File: src/rtl/inst_legal_gate.sv
// Legality gate between fetch and decode: whitelist check on each instruction,
// one registered valid/ready stage for legal words, a held trap for illegal ones.
module inst_legal_gate #(
  parameter int XLEN     = 64,
  parameter bit EN_M     = 1'b1,
  parameter bit EN_ECALL = 1'b0,
  parameter int CNT_W    = 8
) (
  input  logic             clk,
  input  logic             rst_n,
  input  logic             in_valid,
  output logic             in_ready,
  input  logic [31:0]      in_inst,
  input  logic [XLEN-1:0]  in_pc,
  output logic             out_valid,
  input  logic             out_ready,
  output logic [31:0]      out_inst,
  output logic [XLEN-1:0]  out_pc,
  output logic             trap_valid,
  input  logic             trap_ack,
  output logic [31:0]      trap_inst,
  output logic [XLEN-1:0]  trap_pc,
  output logic             halt,
  output logic [CNT_W-1:0] ill_cnt
);

  // Valid/ready: a word moves on every edge where valid and ready are both high;
  // the sender keeps valid and payload steady until then, and ready may depend
  // combinationally on the receiver's ready.

  localparam bit          RV64   = (XLEN == 64);
  localparam logic [31:0] EBREAK = 32'h0010_0073;
  localparam logic [31:0] ECALL  = 32'h0000_0073;

  typedef enum logic [1:0] {
    RUN   = 2'd0,
    FAULT = 2'd1,
    HALT  = 2'd2
  } state_t;

  state_t     state;
  state_t     state_next;
  logic [6:0] opcode;
  logic [6:0] f7;
  logic [2:0] f3;
  logic       shamt_ok;
  logic       legal;
  logic       accept;
  logic       acc_legal;
  logic       acc_illegal;

  assign opcode   = in_inst[6:0];
  assign f3       = in_inst[14:12];
  assign f7       = in_inst[31:25];
  // On RV32 the shift amount is only 5 bits, so bit 25 must stay clear.
  assign shamt_ok = RV64 || !in_inst[25];

  always_comb begin
    legal = 1'b0;
    case (opcode)
      7'b0110011: legal = (f7 == 7'h00)
                       || (f7 == 7'h20 && (f3 == 3'd0 || f3 == 3'd5))
                       || (EN_M && f7 == 7'h01);
      7'b0010011: begin
        case (f3)
          3'd1:    legal = (in_inst[31:26] == 6'h00) && shamt_ok;
          3'd5:    legal = (in_inst[31:26] == 6'h00 || in_inst[31:26] == 6'h10) && shamt_ok;
          default: legal = 1'b1;
        endcase
      end
      7'b0011011: legal = RV64 && ((f3 == 3'd0)
                       || (f3 == 3'd1 && f7 == 7'h00)
                       || (f3 == 3'd5 && (f7 == 7'h00 || f7 == 7'h20)));
      7'b0111011: legal = RV64 && ((f7 == 7'h00 && (f3 == 3'd0 || f3 == 3'd1 || f3 == 3'd5))
                       || (f7 == 7'h20 && (f3 == 3'd0 || f3 == 3'd5))
                       || (EN_M && f7 == 7'h01 && f3 != 3'd1 && f3 != 3'd2 && f3 != 3'd3));
      7'b1100011: legal = (f3 != 3'd2) && (f3 != 3'd3);
      7'b1100111: legal = (f3 == 3'd0);
      7'b1101111,
      7'b0110111,
      7'b0010111: legal = 1'b1;
      7'b0000011: legal = (f3 != 3'd3 && f3 != 3'd6 && f3 != 3'd7)
                       || (RV64 && (f3 == 3'd3 || f3 == 3'd6));
      7'b0100011: legal = (f3 <= 3'd2) || (RV64 && f3 == 3'd3);
      7'b1110011: legal = (in_inst == EBREAK) || (EN_ECALL && in_inst == ECALL);
      default:    legal = 1'b0;
    endcase
  end

  assign accept      = in_valid && in_ready;
  assign acc_legal   = accept && legal;
  assign acc_illegal = accept && !legal;

  always_ff @(posedge clk or negedge rst_n) begin
    if (!rst_n) begin
      state <= RUN;
    end else begin
      state <= state_next;
    end
  end

  always_comb begin
    state_next = state;
    case (state)
      RUN: begin
        if (acc_illegal) begin
          state_next = FAULT;
        end else if (acc_legal && in_inst == EBREAK) begin
          state_next = HALT;
        end
      end
      FAULT: begin
        if (trap_ack) begin
          state_next = RUN;
        end
      end
      HALT:    state_next = HALT;
      default: state_next = RUN;
    endcase
  end

  always_comb begin
    in_ready   = 1'b0;
    trap_valid = 1'b0;
    halt       = 1'b0;
    case (state)
      RUN:     in_ready   = !out_valid || out_ready;
      FAULT:   trap_valid = 1'b1;
      HALT:    halt       = 1'b1;
      default: in_ready   = 1'b0;
    endcase
  end

  // A new legal word overwrites the stage even while the old one drains.
  always_ff @(posedge clk or negedge rst_n) begin
    if (!rst_n) begin
      out_valid <= 1'b0;
      out_inst  <= '0;
      out_pc    <= '0;
    end else if (acc_legal) begin
      out_valid <= 1'b1;
      out_inst  <= in_inst;
      out_pc    <= in_pc;
    end else if (out_ready) begin
      out_valid <= 1'b0;
    end
  end

  always_ff @(posedge clk or negedge rst_n) begin
    if (!rst_n) begin
      trap_inst <= '0;
      trap_pc   <= '0;
      ill_cnt   <= '0;
    end else if (acc_illegal) begin
      trap_inst <= in_inst;
      trap_pc   <= in_pc;
      if (ill_cnt != {CNT_W{1'b1}}) begin
        ill_cnt <= ill_cnt + 1'b1;
      end
    end
  end

endmodule
File: config.mk
export PLATFORM = sky130hd
export DESIGN_NAME = inst_legal_gate
export DESIGN_NICKNAME = d
export VERILOG_FILES = /design/src/rtl/inst_legal_gate.sv
export SDC_FILE = /design/constraint.sdc
export NUM_CORES = 1
export LEC_CHECK = 0
export CORE_MARGIN = 2
export CORE_UTILIZATION = 42
export CTS_CLUSTER_DIAMETER = 60
export DETAILED_ROUTE_END_ITERATION = 10
export GPL_TIMING_DRIVEN = 1
export PLACE_DENSITY = 0.77
export SYNTH_ARGS = -nofsm -noshare
export SYNTH_HDL_FRONTEND = slang
export SYNTH_SLANG_ARGS = --single-unit
File: constraint.sdc
create_clock -name clk -period 6 [get_ports clk]
set_input_delay 1.2 -clock clk [delete_from_list [all_inputs] [get_ports clk]]
set_output_delay 1.2 -clock clk [all_outputs]
set_load 0.005 [all_outputs]
==> results.md, run 1 <==
* Multi-input logic area at 0.00271 sq mm
* Critical Path AT at 4.52 ns
* # fillers at 1,377
* Area growth syn-to-layout at 49.4%
* FF+latch count, synth at 203
* Layout cells sized above 1 at 25.8%
* Status: completed
* Power Density at 406 mW/mm^2
* Critical Path RT at 6.37 ns
* Leading area contributor after synthesis: dfrtp_1
* DP HPWL at 14,700 um
* Main area contributors after synthesis: dfrtp_1 (63%), mux2_2 (23%), mux2_1 (3.9%)
* Setup-failing EPs final at 0
* Period minus WS final at 4.16 ns
* Slowest cell delay on critical path at 0.66 ns
* Initial antenna violation count at 0
* Fmax at 0.240 GHz
* Cell Area, Synth at 0.00803 sq mm
* Worst hold path type: reg2reg
* Worst setup SP type: primary input
* R2R cell count at 6
* Cts hold-fix bufs at 0
* DR pass1 iterations at 4
* Critical path, cell by cell: clkdlybuf4s50_1 -> nand3_1 -> or4b_2 -> o22ai_1 -> a21oi_1 -> nor2b_4 -> nor2_8 -> buf_12 -> mux2_2
* Core area at 0.0187 sq mm
* First-pass GRT wire length at 31,600 um
* Largest net degree at the start of global routing at 70
* Worst-skew pair later-pin latency at 0.49 ns
* Via count at 5,471
* Crit path capture type: flip-flop
* Die Ht at 142 um
* Layout net count at 917
* Cell count after synthesis at 507
* Endpoint of the worst hold path: out_inst[1]$_DFFE_PN0P_
* Post-Syn Area per Cell at 15.8 sq um
* CTS root buf: clkbuf_16
* Fin. Hold Viols at 0
* Commonest non-fill, non-tap cell in the layout: clkdlybuf4s50_1
* IR drop worst, VDD at 0.000244 V
* Syn. warnings at 0
* Post-synth EDFFs at 0
* Crit path kind: in2reg
* Grt met3 use at 6.02%
* Worst-Margin Slew at 0.868 ns
* CTS tree: done
* Routed Wire Length at 20,500 um
* DRC viols at 0
* R2r setup slk at 3.35 ns
* Grt ovf at 0
* CP startpoint: in_inst[5]
* Port Buffers at 304
* Die Wd at 142 um
* Total Routing Usage GR at 19.8%
* Worst Hold Margin at 0.473 ns
* Tcrit/Tclk final at 69.3%
* Die area at 0.0202 sq mm
* Sum Neg Setup Slack at 0 ns
* Max-slew headroom at 42.1%
* Routability cong. at 0.845
* Slew Viols, Final at 0
* GRT met2 Usage at 33.8%
* Hold path startpoint: out_inst[1]$_DFFE_PN0P_
* Clock transition at path regs at 0.06 ns
* PostCTS Resize Cnt at 0
* Met1 track demand over resource at 23.6%
* R2r startpoint: out_valid$_DFFE_PN0P_
* Post-CTS Setup Bufs at 0
* Ys flop type: dfrtp_1
* Final antenna-violating net count at 0
* CP Buf/Inv Count at 2
* Max Cap Viol at 0
* Post-DR vias/cell at 5.15
* H-tree depth at 1
* Max clock buf depth at 3
* Slowest cell on the critical path: clkdlybuf4s50_1
* Post-synthesis sequential area ratio at 63.3%
* WL per Instance at 19.3 um
* Worst flop-to-flop path endpoint: out_pc[57]$_DFFE_PN0P_
* Gr busiest metal: met2
* Yosys top cell area share at 63.3%
* Sequential cell area at 0.00508 sq mm
* CTS Buf Count at 23
* Rows at 50
* Layout Utilization at 64.1%
* LEAKAGE at 0.00514 uW
* Clk sink count at 203
* RSZ-0062 raised after global routing: false
* Initial Utilization at 42.9%
* Initial detailed-routing violation count at 182
* Io pins at 305
* Commonest non-fill, non-tap cells in the layout: clkdlybuf4s50_1 (303), dfrtp_1 (203), mux2_2 (163), mux2_1 (28), clkbuf_16 (23)
* Crit path max fanout at 55
* Distinct cells, synth at 45
* # diodes at 0
* Fraction of registers with async set/reset at 100%
* Top Family by Delay on Critical Path: simple AND/OR/NAND/NOR gates
* Vias in the first global route at 5,761
* Syn nets at 609
* Hold path depth at 1
* Setup Skew at 0.00809 ns
where the power goes:
group          switching (uW)  total, uW  internal [uW]
clock                     522       1420            901
sequential                225       1980           1760
combinational             461       1460           1000
layer usage:
layer | vias up | part of all wire (%)
met5 | - | 0.029
met4 | 2 | 3.1
met3 | 51 | 9.4
met2 | 255 | 50
met1 | 2734 | 38
li1 | 2429 | -
flip-flops by register name, indices dropped and copies added, names as in the netlist:
signal     count
out_inst      32
out_valid      1
out_pc        64
state          2
trap_pc       64
ill_cnt        8
trap_inst     32
per-stage QoR:
stage	setup slack (ns)	cells	total power (uW)	instance area [sq um]
2_1_floorplan	2.71	507	2440	8030
3_3_place_gp	1.44	1024	3420	11200
3_5_place_dp	1.37	1024	3480	11200
4_1_cts	1.87	1063	4930	12000
5_1_grt	1.73	1063	5110	12000
6_report	1.84	1063	4870	12000
layout make-up:
cell class,instances,share of cell area [%]
well taps,234,2.44
inverters,4,0.125
flip-flops and latches,203,42.4
clock buffers,33,5.62
clock inverters,6,0.877
multi-input cells,274,22.6
repair buffers,309,25.9
logic make-up after synthesis:
family	synth area share, %
xor+xnor	0.546
fa+ha+maj	0.156
flops	63.3
buf+inv	2.95
mux	27.1
simple gates	4.40
compound gates	1.61
worst max-delay path by stage:
stage	endpoint	slack (ns)	cells after the start
after floorplan	out_inst[10]$_DFFE_PN0P_	2.71	9
after global placement	out_pc[62]$_DFFE_PN0P_	1.44	9
after detailed placement	out_pc[57]$_DFFE_PN0P_	1.37	9
after CTS	out_pc[57]$_DFFE_PN0P_	1.87	9
after global routing	out_pc[57]$_DFFE_PN0P_	1.73	9
final	out_pc[57]$_DFFE_PN0P_	1.84	9
cell usage after synthesis (2+ instances only):
cell        n
dfrtp_1   203
mux2_2    163
mux2_1     28
buf_4      12
buf_6      10
nor2_1     10
nand2_1     7
o21ai_0     5
inv_1       4
nand4_1     4
nor4_1      4
or2_2       4
xor2_1      4
a21oi_1     3
buf_2       3
nand2b_1    3
nand3_1     3
nor2b_1     3
nor3_1      3
o22ai_1     3
mux2i_1     2
nand4b_1    2
nor4b_1     2
Note: power is estimated with default switching activity, not from simulation.
==> inputs of run 2 (changes only) <==
clock period = 4.35 ns   (was 6 ns; I/O delays follow)
==> results.md, run 2 (synthesis results as in run 1) <==
* Biggest regs: out_pc (64), trap_pc (64)
* Crit path capture type: flip-flop
* Port Buffers at 304
* Crit path kind: in2reg
* Layout net count at 918
* First-pass GRT wire length at 31,800 um
* Crit path max fanout at 38
* Initial Utilization at 42.9%
* Setup Skew at 0.0109 ns
* Core area at 0.0187 sq mm
* Final antenna-violating net count at 0
* Routability cong. at 0.816
* Max-slew headroom at 55.9%
* Worst hold path type: in2async
* DP HPWL at 14,900 um
* Slew Viols, Final at 0
* IR drop worst, VDD at 0.000300 V
* Die Wd at 142 um
* RSZ-0062 raised after global routing: false
* Post-DR vias/cell at 5.11
* Critical Path AT at 3.86 ns
* Worst setup SP type: primary input
* Critical Path RT at 4.72 ns
* Top Family by Delay on Critical Path: simple AND/OR/NAND/NOR gates
* R2r setup slk at 2.04 ns
* Max clock buf depth at 3
* PostCTS Resize Cnt at 0
* Routed Wire Length at 20,400 um
* Tcrit/Tclk final at 80.2%
* Period minus WS final at 3.49 ns
* Fmax at 0.286 GHz
* Layout cells sized above 1 at 25.5%
* Area growth syn-to-layout at 48.7%
* Clk sink count at 203
* CTS root buf: clkbuf_16
* DRC viols at 0
* Power Density at 543 mW/mm^2
* Setup-failing EPs final at 0
* Slowest cell delay on critical path at 0.69 ns
* DR pass1 iterations at 4
* Critical path, cell by cell: clkdlybuf4s50_1 -> nand3_1 -> or4b_2 -> o22ai_1 -> a21oi_1 -> or3b_4 -> buf_12 -> mux2_2
* Worst-skew pair later-pin latency at 0.49 ns
* H-tree depth at 1
* Grt ovf at 0
* Layout Utilization at 63.8%
* Max Cap Viol at 0
* Worst Hold Margin at 0.389 ns
* Cts hold-fix bufs at 0
* Status: completed
* Die area at 0.0202 sq mm
* Multi-input logic area at 0.00271 sq mm
* Worst-Margin Slew at 0.662 ns
* WL per Instance at 19.2 um
* Rows at 50
* Clock transition at path regs at 0.06 ns
* Sequential cell area at 0.00508 sq mm
* Io pins at 305
* Total chip power at 6470 uW
* Initial antenna violation count at 0
* Fin. Hold Viols at 0
* Slowest cell on the critical path: or4b_2
* CP Buf/Inv Count at 2
* # diodes at 0
* Total Routing Usage GR at 19.9%
* CTS tree: done
* Via count at 5,423
* Post-CTS Setup Bufs at 0
* CTS Buf Count at 22
* # fillers at 1,341
* LEAKAGE at 0.00510 uW
* Initial detailed-routing violation count at 173
* Sum Neg Setup Slack at 0 ns
* Commonest non-fill, non-tap cell in the layout: clkdlybuf4s50_1
* Largest net degree at the start of global routing at 80
* Commonest non-fill, non-tap cells in the layout: clkdlybuf4s50_1 (303), dfrtp_1 (203), mux2_2 (163), mux2_1 (28), clkbuf_16 (23)
* Vias in the first global route at 5,815
* Die Ht at 142 um
==> run 2: changes by cell type in the layout (fill, tap and decap cells not counted), sizes merged <==
cell	delta
buf	+2
clkinv	-1
clkinvlp	+1
bufinv	-3
==> run 2: cell type report <==
cell class	instances	area share, %
clock buffer	33	5.47
clock inverter	3	0.147
inverter	4	0.126
multi-input combinational	274	22.7
sequential	203	42.6
tap	234	2.45
timing repair buffer	311	26.5
==> run 2: where the power goes <==
part,internal [uW],leakage [uW],switching (uW)
Sequential,2420,0.00249,305
Clock,1030,0.000327,695
Combinational,1390,0.00228,637
==> run 2: per-stage QoR <==
stage               instance area [sq um]  instances  worst slack (ns)
floorplan                            8030        507              1.39
global placement                    11300       1026             0.617
detailed placement                  11300       1026             0.420
CTS                                 11900       1062             0.935
global route                        11900       1062             0.739
finish                              11900       1062             0.859
==> run 2: worst register-to-register path, cell delays in order, from the launching register on <==
cell	delay, ns
dfrtp_1	0.37
nor2b_1	0.14
nor3_1	0.26
nand2_1	0.24
or3b_4	0.60
buf_12	0.24
nor3_2	0.17
mux2i_1	0.22
==> run 2: final timing paths <==
kind	endpoint	cells after the start	from
min in group clk	out_inst[1]$_DFFE_PN0P_	1	out_inst[1]$_DFFE_PN0P_
max in group asynchronous	out_valid$_DFFE_PN0P_	2	rst_n
worst max-delay path	trap_pc[34]$_DFFE_PN0P_	8	in_inst[5]
worst min register to register	out_inst[1]$_DFFE_PN0P_	1	out_inst[1]$_DFFE_PN0P_
worst max register to register	ill_cnt[6]$_DFFE_PN0P_	7	out_valid$_DFFE_PN0P_
worst min-delay path	out_pc[56]$_DFFE_PN0P_	1	rst_n
==> run 2: layer usage <==
metal	global-route usage, %	wire length (um)
met1	24.0	7830
met2	35.0	10500
met3	5.18	1600
met4	6.00	469
met5	0	7
==> inputs of run 3 (changes only) <==
clock period = 3.6 ns   (was 4.35 ns; I/O delays follow)
==> results.md, run 3 (synthesis results as in run 1) <==
* Status: completed
* WL per Instance at 19.5 um
* RSZ-0062 raised after global routing: false
* # fillers at 1,361
* First-pass GRT wire length at 32,300 um
* CP startpoint: in_inst[14]
* Initial antenna violation count at 1
* Initial detailed-routing violation count at 218
* Die Ht at 142 um
* DRC viols at 0
* Setup-failing EPs final at 0
* Crit path kind: in2reg
* Layout net count at 930
* Commonest non-fill, non-tap cell in the layout: clkdlybuf4s50_1
* Sequential cell area at 0.00508 sq mm
* Worst-skew pair later-pin latency at 0.50 ns
* CTS Buf Count at 23
* Critical Path RT at 3.98 ns
* Initial Utilization at 42.9%
* Area growth syn-to-layout at 51.2%
* Critical Path AT at 3.41 ns
* LEAKAGE at 0.00521 uW
* PostCTS Resize Cnt at 0
* Period minus WS final at 3.03 ns
* CTS tree: done
* Layout Utilization at 64.9%
* Worst Hold Margin at 0.242 ns
* Die area at 0.0202 sq mm
* Core area at 0.0187 sq mm
* Crit path max fanout at 17
* Post-CTS Setup Bufs at 0
* Clock transition at path regs at 0.06 ns
* Layout cells sized above 1 at 27.4%
* Total Routing Usage GR at 20.2%
* H-tree depth at 1
* Worst flop-to-flop path endpoint: trap_pc[43]$_DFFE_PN0P_
* Power Density at 672 mW/mm^2
* # diodes at 0
* R2r setup slk at 1.37 ns
* Tcrit/Tclk final at 84.2%
* Slew Viols, Final at 0
* Worst setup SP type: primary input
* Die Wd at 142 um
* R2R cell count at 6
* Rows at 50
* Max Cap Viol at 0
* Max-slew headroom at 59.9%
* Largest net degree at the start of global routing at 97
* Grt ovf at 0
* Via count at 5,533
* Total chip power at 8150 uW
* Vias in the first global route at 5,924
* Layout Cells excl Fill at 1,078
* Fin. Hold Viols at 0
* Dpl cells at 1,037
* Setup Skew at 0.0123 ns
* CTS root buf: clkbuf_16
* Commonest non-fill, non-tap cells in the layout: clkdlybuf4s50_1 (303), dfrtp_1 (203), mux2_2 (163), mux2_1 (28), clkbuf_16 (23)
* R2r startpoint: out_valid$_DFFE_PN0P_
* Clk sink count at 203
* Post-DR vias/cell at 5.13
* DP HPWL at 15,300 um
* Sum Neg Setup Slack at 0 ns
* IR drop worst, VDD at 0.000372 V
* Final antenna-violating net count at 0
* Fmax at 0.330 GHz
* Multi-input logic area at 0.00271 sq mm
* Io pins at 305
* Worst-Margin Slew at 0.601 ns
* Routed Wire Length at 21,000 um
* Port Buffers at 304
* Routability cong. at 0.793
* Max clock buf depth at 3
* Worst hold path type: in2async
* DR pass1 iterations at 4
* Cts hold-fix bufs at 0
* Biggest regs: out_pc (64), trap_pc (64)
* Crit path capture type: flip-flop
==> run 3: worst max path at each step <==
| stage | endpoint | cells past startpoint | slack (ns) |
|---|---|---|---|
| 2_1_floorplan | out_inst[10]$_DFFE_PN0P_ | 9 | 0.79 |
| 3_3_place_gp | trap_pc[40]$_DFFE_PN0P_ | 8 | 0.17 |
| 3_5_place_dp | trap_pc[55]$_DFFE_PN0P_ | 8 | 0.08 |
| 4_1_cts | trap_pc[55]$_DFFE_PN0P_ | 8 | 0.59 |
| 5_1_grt | trap_pc[43]$_DFFE_PN0P_ | 8 | 0.51 |
| 6_report | trap_pc[61]$_DFFE_PN0P_ | 8 | 0.57 |
==> run 3: cell type report <==
cell class                 count  area share [%]
clock buffer                  32            5.60
clock inverter                 9           0.897
inverter                       4           0.124
multi-input combinational    274            22.3
sequential                   203            41.9
tap                          234            2.41
timing repair buffer         322            26.7
==> run 3: stage by stage <==
| step | setup slack, ns | cell area (sq um) |
|---|---|---|
| 6_report | 0.568 | 12100 |
| 3_3_place_gp | 0.166 | 11300 |
| 2_1_floorplan | 0.791 | 8030 |
| 5_1_grt | 0.513 | 12100 |
| 3_5_place_dp | 0.0760 | 11300 |
| 4_1_cts | 0.592 | 12100 |
==> run 3: worst max-delay path, stage by stage <==
cell and delay, ns:
clkdlybuf4s50_1 0.76, and3b_1 0.24, o32ai_1 0.30, a21oi_1 0.13, o22ai_1 0.29, or3b_4 0.31, buf_4 0.28, mux2_2 0.37
==> run 3: per-layer routing <==
layer / GRT usage (%) / part of all wire [%] / vias up
li1: - / - / 2453
met1: 23.6 / 39 / 2793
met2: 36.0 / 51 / 236
met3: 5.35 / 7.1 / 49
met4: 6.84 / 3.4 / 2
met5: 0 / 0.029 / -
==> run 3: power by group <==
part / switching [uW] / internal [uW]
logic: 782 / 1680
registers: 379 / 2930
clock network: 918 / 1460
total: 2080 / 6070
